## config.mk

```make
export PLATFORM = sky130hd
export DESIGN_NAME = hwdata_beat_sequencer_flat
export DESIGN_NICKNAME = d
export VERILOG_FILES = /design/src/rtl/hwdata_beat_sequencer_if.sv /design/src/rtl/hwdata_beat_sequencer.sv /design/src/flat_wrapper.sv
export SDC_FILE = /design/constraint.sdc
export NUM_CORES = 1
export LEC_CHECK = 0
export CELL_PAD_IN_SITES_DETAIL_PLACEMENT = 0
export CELL_PAD_IN_SITES_GLOBAL_PLACEMENT = 1
export CORE_ASPECT_RATIO = 0.7
export CORE_MARGIN = 2
export CORE_UTILIZATION = 34
export CTS_CLUSTER_SIZE = 20
export DETAILED_ROUTE_END_ITERATION = 8
export PLACE_DENSITY = 0.87
export SLEW_MARGIN = 40
export SYNTH_ARGS = -nofsm -noshare
export SYNTH_HDL_FRONTEND = slang
export SYNTH_SLANG_ARGS = --single-unit
```

## constraint.sdc

```tcl
create_clock -name HCLK -period 2.4 [get_ports HCLK]
set_clock_uncertainty 0.2 [all_clocks]
set_input_delay 0.48 -clock HCLK [delete_from_list [all_inputs] [get_ports HCLK]]
set_output_delay 0.48 -clock HCLK [all_outputs]
set_load 0.05 [all_outputs]
```

## src/rtl/hwdata_beat_sequencer_if.sv

```systemverilog
// ---------------------------------------------------------------------------
// hwdata_beat_sequencer_if
//
// Purpose: bundles the request handshake and APB signals of the
// hwdata_beat_sequencer so the block and its environment share one port.
//
// Signals:
//   start, start_addr      - request to split one AHB write into APB beats
//   PREADY, PSLVERR        - APB slave response
//   sel                    - beat index for the write-data slice mux
//   PSEL, PENABLE, PWRITE  - APB control
//   PADDR                  - APB address of the current beat
//   ready, done, err       - sequencer status
//
// Modports:
//   master - environment side (requester plus APB slave response)
//   slave  - the sequencer itself
// ---------------------------------------------------------------------------
interface hwdata_beat_sequencer_if #(
    parameter int AW       = 32,
    parameter int logRATIO = 2
);
    logic                start;
    logic [AW-1:0]       start_addr;
    logic                PREADY;
    logic                PSLVERR;
    logic [logRATIO-1:0] sel;
    logic                PSEL;
    logic                PENABLE;
    logic                PWRITE;
    logic [AW-1:0]       PADDR;
    logic                ready;
    logic                done;
    logic                err;

    modport master (
        output start, start_addr, PREADY, PSLVERR,
        input  sel, PSEL, PENABLE, PWRITE, PADDR, ready, done, err
    );

    modport slave (
        input  start, start_addr, PREADY, PSLVERR,
        output sel, PSEL, PENABLE, PWRITE, PADDR, ready, done, err
    );
endinterface

```

## src/rtl/hwdata_beat_sequencer.sv

```systemverilog
// ---------------------------------------------------------------------------
// hwdata_beat_sequencer
//
// Purpose: splits one AHB write of AHB_DW bits into RATIO consecutive APB
// write beats of APB_DW bits each. For every beat it runs an APB SETUP and
// ACCESS phase, steps the beat index (sel) that drives the write-data slice
// mux, and advances PADDR by one APB word. An APB slave error aborts the
// remaining beats and is reported alongside the done pulse.
//
// Ports:
//   HCLK    - clock, all state changes on the rising edge
//   HRESET  - synchronous active-high reset
//   bus     - hwdata_beat_sequencer_if.slave
//             in : start, start_addr, PREADY, PSLVERR
//             out: sel, PSEL, PENABLE, PWRITE, PADDR, ready, done, err
//
// Every output is either a register or a decode of the registered state, so
// there is no combinational path from any input to any output.
// ---------------------------------------------------------------------------
module hwdata_beat_sequencer #(
    parameter int AHB_DW   = 32,
    parameter int APB_DW   = 8,
    parameter int RATIO    = 4,
    parameter int logRATIO = 2,
    parameter int AW       = 32
) (
    input  logic                    HCLK,
    input  logic                    HRESET,
    hwdata_beat_sequencer_if.slave  bus
);

    // State encoding
    localparam logic [1:0] IDLE   = 2'd0;
    localparam logic [1:0] SETUP  = 2'd1;
    localparam logic [1:0] ACCESS = 2'd2;
    localparam logic [1:0] DONE   = 2'd3;

    // The AHB word address is aligned to the AHB data width, so its low
    // byte-offset bits are cleared when the request is accepted.
    localparam int            ALIGN_BITS = $clog2(AHB_DW / 8);
    localparam logic [AW-1:0] ALIGN_MASK = ~((AW'(1) << ALIGN_BITS) - AW'(1));

    // Each beat moves the APB address forward by one APB word (in bytes).
    localparam logic [AW-1:0] ADDR_STEP = AW'(APB_DW / 8);

    // Index of the final beat of a sequence.
    localparam logic [logRATIO-1:0] LAST_SEL = logRATIO'(RATIO - 1);

    logic [1:0]          r_state;
    logic [AW-1:0]       r_paddr;
    logic [logRATIO-1:0] r_sel;
    logic                r_err;

    logic                w_inBeat;
    logic                w_lastBeat;

    assign w_inBeat   = (r_state == SETUP) || (r_state == ACCESS);
    assign w_lastBeat = (r_sel == LAST_SEL);

    // Main sequencer: reset wins over everything, including a sequence in
    // flight, so an aborted sequence never reaches DONE. Outside IDLE the
    // start request is simply not looked at, which gives "no queueing".
    // err is cleared on the way back to IDLE so that IDLE always shows the
    // reset value; it is only meaningful together with done.
    always_ff @(posedge HCLK) begin
        if (HRESET) begin
            r_state <= IDLE;
            r_paddr <= '0;
            r_sel   <= '0;
            r_err   <= 1'b0;
        end else begin
            case (r_state)
                IDLE: begin
                    if (bus.start) begin
                        r_paddr <= bus.start_addr & ALIGN_MASK;
                        r_sel   <= '0;
                        r_err   <= 1'b0;
                        r_state <= SETUP;
                    end
                end
                SETUP: begin
                    r_state <= ACCESS;
                end
                ACCESS: begin
                    if (bus.PREADY) begin
                        if (bus.PSLVERR) begin
                            r_err   <= 1'b1;
                            r_state <= DONE;
                        end else if (w_lastBeat) begin
                            r_state <= DONE;
                        end else begin
                            r_sel   <= r_sel + logRATIO'(1);
                            r_paddr <= r_paddr + ADDR_STEP;
                            r_state <= SETUP;
                        end
                    end
                end
                DONE: begin
                    r_err   <= 1'b0;
                    r_state <= IDLE;
                end
                default: begin
                    r_state <= IDLE;
                end
            endcase
        end
    end

    // Outputs decoded from the registered state. PSEL stays high across the
    // SETUP/ACCESS pair of a beat, PENABLE only rises in ACCESS, and PWRITE
    // follows PSEL because every transfer this block issues is a write.
    assign bus.PSEL    = w_inBeat;
    assign bus.PENABLE = (r_state == ACCESS);
    assign bus.PWRITE  = w_inBeat;
    assign bus.PADDR   = r_paddr;
    assign bus.sel     = r_sel;
    assign bus.ready   = (r_state == IDLE);
    assign bus.done    = (r_state == DONE);
    assign bus.err     = r_err;

endmodule

```

## src/flat_wrapper.sv

```systemverilog
// flat-port wrapper written by rule: the top's interface ports become plain ports
module hwdata_beat_sequencer_flat 
#(
    parameter int AHB_DW   = 32,
    parameter int APB_DW   = 8,
    parameter int RATIO    = 4,
    parameter int logRATIO = 2,
    parameter int AW       = 32
)
  (HCLK, HRESET, bus_start, bus_start_addr, bus_PREADY, bus_PSLVERR, bus_sel, bus_PSEL, bus_PENABLE, bus_PWRITE, bus_PADDR, bus_ready, bus_done, bus_err);
  hwdata_beat_sequencer_if #(.AW(AW), .logRATIO(logRATIO)) bus_i ();
  input  logic HCLK;
  input  logic HRESET;
  input wire logic [$bits(bus_i.start)-1:0] bus_start;
  input wire logic [$bits(bus_i.start_addr)-1:0] bus_start_addr;
  input wire logic [$bits(bus_i.PREADY)-1:0] bus_PREADY;
  input wire logic [$bits(bus_i.PSLVERR)-1:0] bus_PSLVERR;
  output wire logic [$bits(bus_i.sel)-1:0] bus_sel;
  output wire logic [$bits(bus_i.PSEL)-1:0] bus_PSEL;
  output wire logic [$bits(bus_i.PENABLE)-1:0] bus_PENABLE;
  output wire logic [$bits(bus_i.PWRITE)-1:0] bus_PWRITE;
  output wire logic [$bits(bus_i.PADDR)-1:0] bus_PADDR;
  output wire logic [$bits(bus_i.ready)-1:0] bus_ready;
  output wire logic [$bits(bus_i.done)-1:0] bus_done;
  output wire logic [$bits(bus_i.err)-1:0] bus_err;
  assign bus_i.start = bus_start;
  assign bus_i.start_addr = bus_start_addr;
  assign bus_i.PREADY = bus_PREADY;
  assign bus_i.PSLVERR = bus_PSLVERR;
  assign bus_sel = bus_i.sel;
  assign bus_PSEL = bus_i.PSEL;
  assign bus_PENABLE = bus_i.PENABLE;
  assign bus_PWRITE = bus_i.PWRITE;
  assign bus_PADDR = bus_i.PADDR;
  assign bus_ready = bus_i.ready;
  assign bus_done = bus_i.done;
  assign bus_err = bus_i.err;
  hwdata_beat_sequencer #(.AHB_DW(AHB_DW), .APB_DW(APB_DW), .RATIO(RATIO), .logRATIO(logRATIO), .AW(AW)) u_core (.HCLK(HCLK), .HRESET(HRESET), .bus(bus_i));
endmodule
```

==> summary.txt, run 1 <==
GRT
  • Vias in the first global route: approximately 2,600
  • GRT Total Usage: just over 20%
  • Global-route wire length before repair: about 13,000 um
  • Initial antenna violation count: 0
  • Maximum number of pins on one net before global-route repair: 27
  • Overflow after GRT: 0

Placed design
  • PortBufs: between 70 and 80
  • Hpwl dp: slightly above 6000 um
  • Placement Cell Area: 3570 sq um
  • Placed Cells: 505
  • GP Congestion: about 0.87

Synthesis
  • Asr flop ratio synth: 0%
  • Sequential share of the synthesized area: between 20% and 30%
  • Syn Area/Cell: 7.78 sq um
  • Area share of the largest cell type after synthesis: between 20% and 30%
  • Synthesized flop and latch total: 37
  • Syn Nets: approximately 370
  • Most frequent cells after synthesis: dfxtp_1 (37), nand2_1 (27), nor2_1 (27)
  • Syn. warnings: 0
  • Post-synthesis cell area: around 2500 sq um
  • Most common cell in the synthesized netlist: dfxtp_1
  • Synth Flop Type: dfxtp_1
  • Post-synth EDFFs: 0
  • Synth Instances: approximately 320
  • Yosys top cell by area: dfxtp_1
  • Top post-synthesis cells by area: dfxtp_1 (30%), a21oi_1 (4.8%), nand3_1 (4.4%)
  • Cell variety after synth: 50

Run status
  • Outcome: completed

Final layout
  • Nets: approximately 460
  • Area grow syn2layout: 46.2%
  • Multi-input gate area: 1590 sq um
  • Antenna cells: 0
  • Final instance area: 3660 sq um
  • Layout fillers: 698
  • Fraction of layout cells with a size suffix above 1: about 18%
  • Fin cells: roughly 500
  • Register area: 749 sq um

Detailed routing
  • Initial drt markers: about 170
  • Vias/cell: roughly 5.7
  • Detailed-route via count: approximately 2,900
  • Remaining DRCs: 0
  • Final wirelength: between 8000 and 9000 um
  • ANT nets after route: 0
  • First-pass DRT Iterations: 4
  • Wire length per cell: 16.1 um

Timing
  • Min Tclk post-route: between 2 and 2.5 ns
  • Achievable clock frequency: approximately 430 MHz
  • RSZ-0062 raised after global routing: false
  • Final worst path period share: between 90% and 100%
  • Slew Limit Fails: 0
  • Hold Slack: 0.313 ns
  • Final setup violation count: 0
  • Final hold vios: 0
  • Tightest Pin Transition: approximately 0.61 ns
  • Slew headroom: roughly three fifths

Clock network
  • CTS clk-pin slew, worst paths: around 0.08 ns
  • PostCTS Resize Cnt: 0
  • CTS Sinks: 37
  • CTS Buf Count: 5
  • Clock Path Buffers: 2
  • Post-CTS setup buffer count: 0
  • H-tree depth: 2
  • Cts hold-fix bufs: 0
  • CTS tree: yes
  • Clk_lat worst skew: roughly 0.29 ns
  • CTS Root Cell: clkbuf_8

Setup path
  • Critical path data required time: between 1.5 and 2 ns
  • Startpoint types: register
  • CP endpoint kind: output pin
  • Maximum fanout along the worst path: 5
  • Setup CP Type: register to output pin
  • Arrival time worst endpoint: around 1.6 ns

Floorplan
  • Rows: 26
  • Core ar.: around 7200 sq um
  • Die width: roughly 110 um
  • Die area: ~8000 sq um
  • Initial Util: between 30% and 40%
  • Num ports: between 70 and 80
  • Die height: between 70 and 80 um

Min path
  • Min-delay worst type: register to register

Pwr
  • Power Density: a little under 800 nW/um^2
  • Leak pwr: about 0.0014 uW
  • Design Power: about 2800 uW
  • Worst VDD drop: 0.000374 V

Run
  • Max_cap viols: 0
logic make-up (layout without fill, tap and decap cells):
group | after synthesis | after routing | synth area share (%)
AO/OA/AOI/OAI | 88 | 88 | 23.4
multiplexers | 11 | 11 | 4.50
AND/OR/NAND/NOR | 146 | 146 | 32.3
buffers and inverters | 34 | 127 | 7.20
flip-flops | 37 | 37 | 29.6
adder cells (fa/ha/maj) | 6 | 6 | 3.00
power by group:
group | internal (uW) | switching [uW] | leakage [uW]
Combinational | 620 | 890 | 0.00100
Sequential | 719 | 167 | 0.000306
Clock | 202 | 239 | 0.0000450
state kept, by name, indices dropped and copies added (netlist names):
| name | count |
|---|---|
| u_core.bus.sel | 2 |
| u_core.r_state | 2 |
| u_core.bus.PADDR | 32 |
| u_core.bus.err | 1 |
worst paths after layout:
path	startpoint	to	slack, ns	cells past startpoint
max	u_core.bus.PADDR[2]	bus_PADDR[2]	0.09	2
min	u_core.r_state[1]	u_core.r_state[1]	0.31	2
max reg2reg	u_core.bus.PADDR[0]	u_core.bus.PADDR[24]	0.13	7
min reg2reg	u_core.r_state[1]	u_core.r_state[1]	0.31	2
per-stage QoR:
stage | util [%] | setup WS, ns | setup TNS (ns)
floorplan | - | 0.0143 | 0
global placement | 49.4 | -0.0684 | -0.620
detailed placement | 49.4 | -0.129 | -1.46
CTS | 50.6 | 0.0633 | 0
global route | 50.7 | 0.000786 | 0
finish | 50.7 | 0.0854 | 0
worst max-delay path: stages (launching register included):
cell and delay [ns]:
dfxtp_1 0.40, buf_4 0.16, clkdlybuf4s50_1 0.79
per-layer routing:
metal	GRT usage (%)	part of all wire, %	vias to the layer above
met4	3.03	0.70	0
met5	0	0	-
met3	3.42	7.1	12
li1	-	-	1413
met1	30.6	49	1346
met2	32.2	43	130
layout by cell type (no fill, tap or decap), types with 2 or more instances in the layout:
| cell | n |
|---|---|
| a31oi_1 | 5 |
| o211ai_1 | 4 |
| dfxtp_2 | 7 |
| nor2_1 | 27 |
| dfxtp_1 | 30 |
| and3_1 | 6 |
| mux2_2 | 2 |
| nand4_1 | 13 |
| clkinv_2 | 2 |
| nor3b_2 | 2 |
| and3_2 | 4 |
| dlymetal6s2s_1 | 2 |
| clkbuf_8 | 5 |
| and4_1 | 3 |
| buf_12 | 6 |
| a211oi_1 | 2 |
| o22ai_1 | 7 |
| a32o_1 | 2 |
| o21ai_0 | 11 |
| mux2i_1 | 9 |
| nand2_1 | 27 |
| a22oi_1 | 14 |
| ha_1 | 3 |
| nand3_1 | 22 |
| or3_1 | 4 |
| ha_2 | 3 |
| nor4_1 | 8 |
| nand2b_1 | 5 |
| inv_1 | 8 |
| buf_4 | 37 |
| nor2b_1 | 2 |
| nor3_1 | 10 |
| a311oi_1 | 5 |
| or4_1 | 7 |
| clkdlybuf4s50_1 | 66 |
| a2bb2oi_1 | 2 |
| a21oi_1 | 24 |
area by class of cell:
cell class	count	area share, %
multi-input combinational	251	43.5
timing repair buffer	111	29.6
sequential	37	20.5
tap	98	3.35
clock buffer	6	1.98
inverter	8	0.820
clock inverter	2	0.273
Note: power is estimated with default switching activity, not from simulation.
==> run 2: changes to the inputs <==
Settings changed: CORE_MARGIN 2 to default, SETUP_SLACK_MARGIN from default to 0.02.
==> run 2 against run 1 <==
Effect of this change: clock power up 3%; global-route usage rose by 0.72 points; largest cell class unchanged; routed wire length is 1.8% lower; highest routed layer unchanged; core utilization rose by 1.1 points; critical path type is now register to register; flip-flop and latch count unchanged; final cell count down 2.1%; die area is 4.5% lower; worst setup slack worse by 0.038 ns.
==> summary.txt, run 2 (same netlist as run 1, synthesis figures left out) <==
Min path
  • Min-delay worst type: register to register (unchanged)

Timing
  • Min Tclk post-route: 2.35 ns (was 2.31 ns)
  • RSZ-0062 raised after global routing: true (was false)
  • Final worst path period share: 98.0% (was 96.4%)
  • Hold Slack: 0.316 ns (was 0.313 ns)
  • Slew Limit Fails: 0 (unchanged)
  • Final setup violation count: 0 (unchanged)
  • Slew headroom: 65.6% (was 59.2%)
  • Final hold vios: 0 (unchanged)
  • Tightest Pin Transition: 0.514 ns (was 0.611 ns)
  • Achievable clock frequency: 425 MHz (was 432 MHz)
  • Setup TNS: 0 ns (unchanged)

Floorplan
  • Die area: 7720 sq um (was 8080 sq um)
  • Rows: 25 (was 26)
  • Core ar.: 6940 sq um (was 7220 sq um)
  • Num ports: 77 (unchanged)
  • Die width: 105 um (was 107 um)
  • Initial Util: 36.1% (was 34.7%)
  • Die height: 73.8 um (was 75.8 um)

Setup path
  • CP endpoint kind: register (was output pin)
  • Arrival time worst endpoint: 2.33 ns (was 1.63 ns)
  • Crit path cell chain: ha_4 > nand4_1 > nor4_4 > nand4_1 > mux2i_1 > a2111oi_2 (was buf_4 > clkdlybuf4s50_1)
  • Worst path buffer plus inverter count: 0 (was 2)
  • Setup CP Type: register to register (was register to output pin)
  • Most common cell on crit path: nand4_1
  • Maximum fanout along the worst path: 5 (unchanged)
  • Critical path data required time: 2.38 ns (was 1.72 ns)
  • Startpoint types: register (unchanged)
  • Max stage delay on crit path: 0.40 ns (was 0.79 ns)
  • Critical-path top delay cell: dfxtp_2 (was clkdlybuf4s50_1)
  • Cell family with most CP delay: simple AND/OR/NAND/NOR gates (was buffers and inverters)

Pwr
  • Switching power: 1260 uW (was 1300 uW)
  • Power Density: 769 nW/um^2 (was 775 nW/um^2)
  • P_int: 1500 uW (was 1540 uW)
  • Combinational Power Share: 51.1% (was 53.3%)
  • Leak pwr: 0.00131 uW (was 0.00135 uW)
  • Worst VDD drop: 0.000403 V (was 0.000374 V)
  • Sequential power share: 32.5% (was 31.2%)
  • Clock power share: 16.4% (was 15.5%)
  • Sw Ratio: 45.7% (about the same)

GRT
  • Initial antenna violation count: 0 (unchanged)
  • Vias in the first global route: 2,584 (was 2,645)
  • Maximum number of pins on one net before global-route repair: 27 (unchanged)
  • GRT Total Usage: 21.4% (was 20.6%)
  • Global-route wire length before repair: 13,100 um (was 13,300 um)
  • Overflow after GRT: 0 (unchanged)

Detailed routing
  • First-pass DRT Iterations: 5 (was 4)
  • Initial drt markers: 223 (was 173)
  • Wire length per cell: 16.2 um (was 16.1 um)
  • Final wirelength: 8110 um (was 8260 um)
  • ANT nets after route: 0 (unchanged)
  • Detailed-route via count: 2,854 (was 2,901)
  • Vias/cell: 5.69 (was 5.65)
  • Remaining DRCs: 0 (unchanged)

Placed design
  • PortBufs: 74 (unchanged)
  • Placed Cells: 493 (was 505)
  • Hpwl dp: 5900 um (was 6110 um)
  • GP Congestion: 0.836 (was 0.869)

Clock network
  • Cts hold-fix bufs: 0 (unchanged)
  • CTS Sinks: 37 (unchanged)
  • CTS tree: yes (unchanged)
  • H-tree depth: 2 (unchanged)
  • Clock Path Buffers: 2 (unchanged)
  • CTS Root Cell: clkbuf_8 (unchanged)
  • CTS Buf Count: 5 (unchanged)
  • Clk_lat worst skew: 0.29 ns (about the same)
  • CTS clk-pin slew, worst paths: 0.07 ns (was 0.08 ns)

Final layout
  • Nets: 451 (was 457)
  • Commonest non-fill, non-tap cell in the layout: clkdlybuf4s50_1 (unchanged)
  • Fraction of layout cells with a size suffix above 1: 16.7% (was 17.8%)
  • Register area: 751 sq um (was 749 sq um)
  • Layout fillers: 691 (was 698)
  • Max reg flops: 32 (unchanged)
  • Fin cells: 502 (was 513)
  • Antenna cells: 0 (unchanged)
  • Most frequent cells in the layout: clkdlybuf4s50_1 (67), buf_4 (33), dfxtp_1 (29) (was clkdlybuf4s50_1 (66), buf_4 (37), dfxtp_1 (30))
  • Area grow syn2layout: 43.6% (was 46.2%)
  • Multi-input gate area: 1610 sq um (was 1590 sq um)

Run
  • Max_cap viols: 0 (unchanged)

Run status
  • Outcome: completed (unchanged)
## run 2: changes by cell type in the layout (fill, tap and decap cells not counted), sizes merged
cell	previous run	this run
clkbuf	6	7
clkdlybuf4s50	66	67
buf	43	36
clkinv	2	0
## run 2: layer usage
layer | up-vias | wire (um) | track usage (%)
met1 | 1336 | 4050 | 30.6
li1 | 1410 | - | -
met2 | 102 | 3480 | 32.8
met3 | 6 | 539 | 4.88
met4 | 0 | 44 | 3.97
met5 | - | 0 | 0
## run 2: per-stage QoR
| step | utilization, % | setup slack (ns) | power (uW) | cell area, sq um |
|---|---|---|---|---|
| 3_3_place_gp | 50.0 | -0.0760 | 2290 | 3470 |
| 3_5_place_dp | 50.0 | -0.0980 | 2300 | 3470 |
| 6_report | 51.8 | 0.0477 | 2770 | 3600 |
| 5_1_grt | 51.8 | -0.0574 | 2920 | 3600 |
| 4_1_cts | 51.2 | 0.0647 | 2760 | 3560 |
| 2_1_floorplan | - | 0.0239 | 1780 | 2520 |
## run 2: timing repair
action | CTS | global route
endpoints found under the setup margin | 0 | 10
gates resized for setup | 0 | 7
hold endpoints to repair | 0 | 0
buffers inserted | 0 | 2
## run 2: final cells by class
| cell class | instances | share of cell area [%] |
|---|---|---|
| clock buffer | 7 | 2.40 |
| multi-input combinational | 251 | 44.7 |
| inverter | 8 | 0.835 |
| sequential | 37 | 20.9 |
| tap | 94 | 3.27 |
| timing repair buffer | 105 | 27.9 |
## run 2: worst paths after layout
path	slack (ns)	endpoint	from	cells after the start
setup reg to reg	0.05	u_core.bus.PADDR[28]	u_core.bus.PADDR[0]	6
hold / removal	0.32	u_core.r_state[1]	u_core.r_state[1]	2
hold reg to reg	0.32	u_core.r_state[1]	u_core.r_state[1]	2
setup / recovery	0.05	u_core.bus.PADDR[28]	u_core.bus.PADDR[0]	6
## run 2: tightest hold or removal path, cell delays in order (launching register included)
cell and delay, ns:
dfxtp_1 0.35, nand2_1 0.07, a21oi_1 0.05
## run 2: power groups by stage
| stage | Sequential (uW) | Clock, uW | Combinational, uW |
|---|---|---|---|
| floorplan | 1170 | 0 | 612 |
| global placement | 902 | 0 | 1390 |
| detailed placement | 906 | 0 | 1400 |
| CTS | 892 | 466 | 1400 |
| global route | 920 | 494 | 1510 |
| finish | 899 | 455 | 1410 |
==> run 3: changes to the inputs <==
Settings changed: TNS_END_PERCENT from default to 100.
==> results of run 3 <==
The final DEF is identical to that of run 2; final timing and power are the same.
